`src/rtl/ps2_key_decoder.sv`:
```
// ps2_key_decoder: turns PS/2 set-2 scan bytes into calculator key codes.
// Tracks E0/F0 prefixes and shift state, optionally filters typematic
// repeats, and queues codes in a show-ahead FIFO drained by valid/ready.
module ps2_key_decoder #(
    parameter int         FIFO_DEPTH  = 8,
    parameter bit         REPEAT_EN   = 1'b1,
    parameter logic [7:0] RETURN_CODE = 8'h80,
    parameter logic [7:0] DELETE_CODE = 8'h08,
    localparam int        PTR_W       = $clog2(FIFO_DEPTH)
) (
    input  logic             CLOCK_50,
    input  logic             reset,
    input  logic [7:0]       scan_byte,
    input  logic             scan_byte_en,
    output logic [7:0]       char_data,
    output logic             char_valid,
    input  logic             char_ready,
    output logic [PTR_W:0]   fifo_count,
    output logic             overflow,
    input  logic             clr_overflow,
    output logic             shift_held,
    output logic [7:0]       last_char
);

    typedef enum logic [1:0] {
        ST_IDLE,
        ST_EXT,
        ST_BRK,
        ST_EXT_BRK
    } state_t;

    localparam logic [7:0]     PFX_EXT  = 8'hE0;
    localparam logic [7:0]     PFX_BRK  = 8'hF0;
    localparam logic [7:0]     SC_LSHFT = 8'h12;
    localparam logic [7:0]     SC_RSHFT = 8'h59;
    localparam logic [PTR_W:0] FULL_CNT = (PTR_W+1)'(FIFO_DEPTH);

    state_t           state, state_next;
    logic             is_make, is_break, ext;
    logic [8:0]       key;          // {ext, scan code} of the current byte
    logic [8:0]       held_key;     // last pushed make, for repeat filtering
    logic             shift_l, shift_r;
    logic             hit;
    logic [7:0]       code;
    logic             push_req, pop, full, do_write;
    logic [PTR_W-1:0] wr_ptr, rd_ptr;
    logic [7:0]       mem [FIFO_DEPTH];

    // Translate one make code into a key code; hit=0 for keys we ignore.
    function automatic logic [8:0] decode_key(input logic e, input logic [7:0] sc,
                                              input logic sh);
        logic [8:0] r;
        r = 9'd0;
        if (!e) begin
            case (sc)
                8'h45: r = {1'b1, sh ? 8'd41 : 8'd48};
                8'h46: r = {1'b1, sh ? 8'd40 : 8'd57};
                8'h3E: r = {1'b1, sh ? 8'd42 : 8'd56};
                8'h16: r = {1'b1, 8'd49};
                8'h1E: r = {1'b1, 8'd50};
                8'h26: r = {1'b1, 8'd51};
                8'h25: r = {1'b1, 8'd52};
                8'h2E: r = {1'b1, 8'd53};
                8'h36: r = {1'b1, 8'd54};
                8'h3D: r = {1'b1, 8'd55};
                8'h55: r = {1'b1, sh ? 8'd43 : 8'd61};
                8'h4E: r = {1'b1, 8'd45};
                8'h4A: r = {1'b1, 8'd47};
                8'h29: r = {1'b1, 8'd32};
                8'h79: r = {1'b1, 8'd43};
                8'h7B: r = {1'b1, 8'd45};
                8'h7C: r = {1'b1, 8'd42};
                8'h5A: r = {1'b1, RETURN_CODE};
                8'h66: r = {1'b1, DELETE_CODE};
                default: r = 9'd0;
            endcase
        end else begin
            case (sc)
                8'h4A: r = {1'b1, 8'd47};
                8'h5A: r = {1'b1, RETURN_CODE};
                default: r = 9'd0;
            endcase
        end
        return r;
    endfunction

    // Prefix FSM state register.
    // NOTE: sequential state uses non-blocking (<=) so every flop samples pre-edge values.
    always_ff @(posedge CLOCK_50 or posedge reset) begin
        if (reset) state <= ST_IDLE;
        else       state <= state_next;
    end

    // Prefix FSM next state and classification of the current byte.
    // NOTE: every output gets a default first so no path leaves it unassigned (no latch).
    always_comb begin
        state_next = state;
        is_make    = 1'b0;
        is_break   = 1'b0;
        ext        = 1'b0;
        if (scan_byte_en) begin
            case (state)
                ST_IDLE: begin
                    if (scan_byte == PFX_EXT)      state_next = ST_EXT;
                    else if (scan_byte == PFX_BRK) state_next = ST_BRK;
                    else                           is_make    = 1'b1;
                end
                ST_EXT: begin
                    if (scan_byte == PFX_BRK) begin
                        state_next = ST_EXT_BRK;
                    end else begin
                        is_make    = 1'b1;
                        ext        = 1'b1;
                        state_next = ST_IDLE;
                    end
                end
                ST_BRK: begin
                    is_break   = 1'b1;
                    state_next = ST_IDLE;
                end
                default: begin
                    is_break   = 1'b1;
                    ext        = 1'b1;
                    state_next = ST_IDLE;
                end
            endcase
        end
    end

    assign key        = {ext, scan_byte};
    assign shift_held = shift_l | shift_r;
    assign {hit, code} = decode_key(ext, scan_byte, shift_held);

    assign push_req   = is_make && hit && (REPEAT_EN || (key != held_key));
    assign pop        = char_valid && char_ready;
    assign full       = (fifo_count == FULL_CNT);
    assign do_write   = push_req && (!full || pop);
    assign char_valid = (fifo_count != '0);
    assign char_data  = char_valid ? mem[rd_ptr] : 8'd0;

    // Shift flags, repeat-filter register and last pushed code.
    always_ff @(posedge CLOCK_50 or posedge reset) begin
        if (reset) begin
            shift_l   <= 1'b0;
            shift_r   <= 1'b0;
            held_key  <= 9'd0;
            last_char <= 8'd0;
        end else begin
            if (is_make  && key == {1'b0, SC_LSHFT}) shift_l <= 1'b1;
            if (is_break && key == {1'b0, SC_LSHFT}) shift_l <= 1'b0;
            if (is_make  && key == {1'b0, SC_RSHFT}) shift_r <= 1'b1;
            if (is_break && key == {1'b0, SC_RSHFT}) shift_r <= 1'b0;
            if (push_req) begin
                held_key  <= key;
                last_char <= code;
            end else if (is_break && key == held_key) begin
                held_key  <= 9'd0;
            end
        end
    end

    // FIFO pointers, occupancy and sticky overflow flag.
    always_ff @(posedge CLOCK_50 or posedge reset) begin
        if (reset) begin
            wr_ptr     <= '0;
            rd_ptr     <= '0;
            fifo_count <= '0;
            overflow   <= 1'b0;
        end else begin
            if (do_write) wr_ptr <= wr_ptr + PTR_W'(1);
            if (pop)      rd_ptr <= rd_ptr + PTR_W'(1);
            if (do_write && !pop)      fifo_count <= fifo_count + (PTR_W+1)'(1);
            else if (!do_write && pop) fifo_count <= fifo_count - (PTR_W+1)'(1);
            if (push_req && full && !pop) overflow <= 1'b1;
            else if (clr_overflow)        overflow <= 1'b0;
        end
    end

    // FIFO storage write port.
    // NOTE: the storage array is not reset; occupancy gates char_data, so stale contents are never seen.
    always_ff @(posedge CLOCK_50) begin
        if (do_write) mem[wr_ptr] <= code;
    end

endmodule
```
`config.mk`:
```
export PLATFORM = sky130hd
export DESIGN_NAME = ps2_key_decoder
export DESIGN_NICKNAME = d
export VERILOG_FILES = /design/src/rtl/ps2_key_decoder.sv
export SDC_FILE = /design/constraint.sdc
export NUM_CORES = 1
export LEC_CHECK = 0
export CELL_PAD_IN_SITES_DETAIL_PLACEMENT = 1
export CELL_PAD_IN_SITES_GLOBAL_PLACEMENT = 2
export CORE_MARGIN = 2
export CORE_UTILIZATION = 37
export DETAILED_ROUTE_END_ITERATION = 8
export GPL_TIMING_DRIVEN = 0
export PLACE_DENSITY = 0.74
export SETUP_SLACK_MARGIN = 0.1
export SLEW_MARGIN = 0
export SYNTH_ARGS = -nofsm -noshare
export SYNTH_HDL_FRONTEND = slang
export SYNTH_SLANG_ARGS = --single-unit
export TNS_END_PERCENT = 10
```
`constraint.sdc`:
```
create_clock -name CLOCK_50 -period 2.7 [get_ports CLOCK_50]
set_input_delay 0.27 -clock CLOCK_50 [delete_from_list [all_inputs] [get_ports CLOCK_50]]
set_output_delay 0.27 -clock CLOCK_50 [all_outputs]
set_load 0.005 [all_outputs]
```
==> results.cfg <==
[min_path]
hp-start = scan_byte_en
hold_class = primary input to flop

[floorplan]
initial_core_util_pct = 37.5
pin_count = 36
core-area_sq_um = 10700
die_w_microns = 108
die_area_sq_um = 11700
rows = 38
dieHeight_microns = 108

[run]
cap_violations = 0

[critical_path]
crit_required_ns = 2.95
setup.worst_path.end_class = flop
slowest_stage = fa_1
start_kind = primary input
critPathBufInv = 4
worstPathArrival_ns = 2.90
crit_cells = 12
crit_path_start = scan_byte[5]
crit_family = simple AND/OR/NAND/NOR gates
r2r_start = state[1]
rrSetupSlack_ns = 0.06
path_class = primary input to flop
r2r_cells = 14
slowest_delay_ns = 0.46
endpoint = fifo_count[1]
cp_max_fo = 6
crit_chain = clkdlybuf4s15_2 > or2_2 > nor4_4 > o32ai_2 > and4bb_1 > buf_6 > nor2_8 > ha_4 > inv_4 > buf_4 > fa_1 > mux2_4
timing.rr.end = fifo_count[3]

[grt]
grt_pass1_vias = 3056
overflow = 0
grt_use_met2_pct = 33.2
grt.total_usage_pct = 18.9
top_usage_layer = met2
grt_pass1_wl_microns = 16400
grt_max_degree = 23
met1_usage_pct = 23.5
antenna_found_initial = 0
grtUsageMet3_pct = 3.86

[finish]
layout-drive-gt1-share_pct = 36.5
area_delta_synth_final_pct = 34.0
layout_commonest_cell = edfxtp_1
final_cell_mix = edfxtp_1, buf_4, dfrtp_1
postLayoutCoreUtil_pct = 50.2
final_area_sq_um = 5400
n_antenna_cell = 0
fin_nets = 406

[logic_synthesis]
yosysWarnings = 0
syn_area_sq_um = 4030
synth_area_per_cell_sq_um = 13.4
seq_area_frac_synth_pct = 55.4
yosysUniqueCellTypes = 65
ys.flop_type = edfxtp_1
synth_area_leader_cell = edfxtp_1
synth_cells = 300
synth_top_cell_area_share_pct = 41.7
async_reset_ff_share_pct = 28.2
synth-edff-count = 56
synth_area_leaders = edfxtp_1, dfrtp_1, mux4_2, mux2i_1, ha_1
ys_ff_latch = 78

[route]
ant_nets = 0
drtPass1Iterations = 4
post-route-drc-count = 0
wl_microns = 10600
vias = 2879
wl_per_cell_microns = 19.9
viasPerCell = 5.41
drt_iter0_drc = 121

[sta]
worstMarginPinSlew_ns = 1.17
post-route-min-period_ns = 2.65
clock.fmax_ghz = 0.377
period_share_pct = 98.1
hold_ws_ns = 0.295
rsz0062_at_grt = yes
fin_skew_ns = 0.0106
maxSlewHeadroom_pct = 21.0
setup_tns_ns = 0
finalSetupViolations = 0
timing.final.hold_violations = 0
drv_slew = 0

[pwr]
ir_worst_vdd_mv = 0.363
powerDensity_nw_per_um2 = 725
power_leakage_nw = 2.06

[outcome]
outcome = finished, final reports clean

[cts]
holdBufCountCts = 0
clk_pin_slew_worst_paths_ns = 0.08
clock_sinks = 78
htreeDepth = 3
clock_path_buffers = 2
clkLatencyLatePin_ns = 0.36
cts_tree = yes
cts_buffers = 9
cts_root_buffer = clkbuf_8

[place]
dpl.hpwl_microns = 7090
place.gp.congestion = 0.823
portBuffers = 32
placed_area_sq_um = 4600
-- cells by family after synthesis --
| family | Yosys count | synth area share [%] |
|---|---|---|
| and+or+nand+nor | 98 | 16.8 |
| DFF | 78 | 55.4 |
| AOI/OAI and AO/OA | 52 | 8.91 |
| buffers and inverters | 29 | 3.63 |
| muxes | 26 | 11.0 |
| xor gates and xnor gates | 10 | 2.17 |
| adders and majority gates | 6 | 2.05 |
| other | 1 | 0.0931 |
-- cell usage after synthesis, drive strengths merged (4+ instances only) --
master / n
mux2: 5
a21oi: 7
mux2i: 7
nand2b: 10
o21ai: 11
nor2b: 5
xnor2: 7
nor4: 8
nor4b: 6
and4b: 4
o22ai: 4
dfrtp: 22
nor3: 5
a31oi: 5
ha: 5
edfxtp: 56
buf: 18
mux4: 14
inv: 8
nor2: 17
nand2: 15
-- cell type report --
type | instances | area, sq um
plain buffers | 21 | 204
clock inverters | 7 | 63.8
repair buffers | 75 | 631
well taps | 140 | 175
multi-input cells | 194 | 1930
inverters | 8 | 32.5
flip-flops and latches | 78 | 2230
clock buffers | 9 | 124
fillers | 1140 | 5350
-- through the flow --
step / power (W) / cells / setup WS (ns)
6_report: 0.00392 / 532 / 0.0508
4_1_cts: 0.00390 / 518 / 0.0218
3_3_place_gp: 0.00291 / 473 / -1.50
3_5_place_dp: 0.00296 / 474 / -0.983
2_1_floorplan: 0.00240 / 301 / 0.0683
5_1_grt: 0.00414 / 532 / -0.101
-- repair_timing --
action | 4_1_cts | 5_1_grt
gates cloned | 0 | 0
pin swaps | 12 | 16
gates resized for setup | 71 | 24
setup buffers | 28 | 14
setup endpoints to repair | 93 | 58
-- worst min-delay path by stage --
stage	end	slack, ns	depth (start not counted)
floorplan	fifo_count[0]	0.26	1
global route	state[0]	0.32	2
global placement	shift_l	0.49	1
CTS	last_char[4]	0.41	2
detailed placement	last_char[7]	0.48	1
finish	state[0]	0.30	2
-- sequential cells by signal (all words and copies together), names as in the netlist --
name / cells
last_char: 7
state: 2
shift_r: 1
overflow: 1
rd_ptr: 3
fifo_count: 4
shift_l: 1
mem: 56
wr_ptr: 3
-- power breakdown --
group	switching (W)	total, W	leakage (nW)	internal [W]
clock network	0.000490	0.000844	0.0903	0.000354
registers	0.000161	0.00158	0.789	0.00142
logic	0.000641	0.00149	1.18	0.000850
total	0.00129	0.00391	2.06	0.00262
-- worst reg2reg max path, stage by stage, from the launching register on --
cell and delay, ns:
dfrtp_2 0.43, and3b_2 0.27, a31oi_4 0.10, a41oi_2 0.23, and4bb_1 0.26, buf_6 0.15
nor2_8 0.04, ha_4 0.16, inv_4 0.06, ha_4 0.19, a21o_1 0.16, a21oi_2 0.13
xnor2_1 0.13, nor2_1 0.07, xor2_1 0.14
-- per-layer routing --
metal	vias up	wire (microns)	part of all wire (%)
met5	-	0	0
met4	0	189	1.8
met3	17	372	3.5
met2	57	5430	51
met1	1459	4610	43
li1	1346	-	-
(Power assumes the default switching activity.)
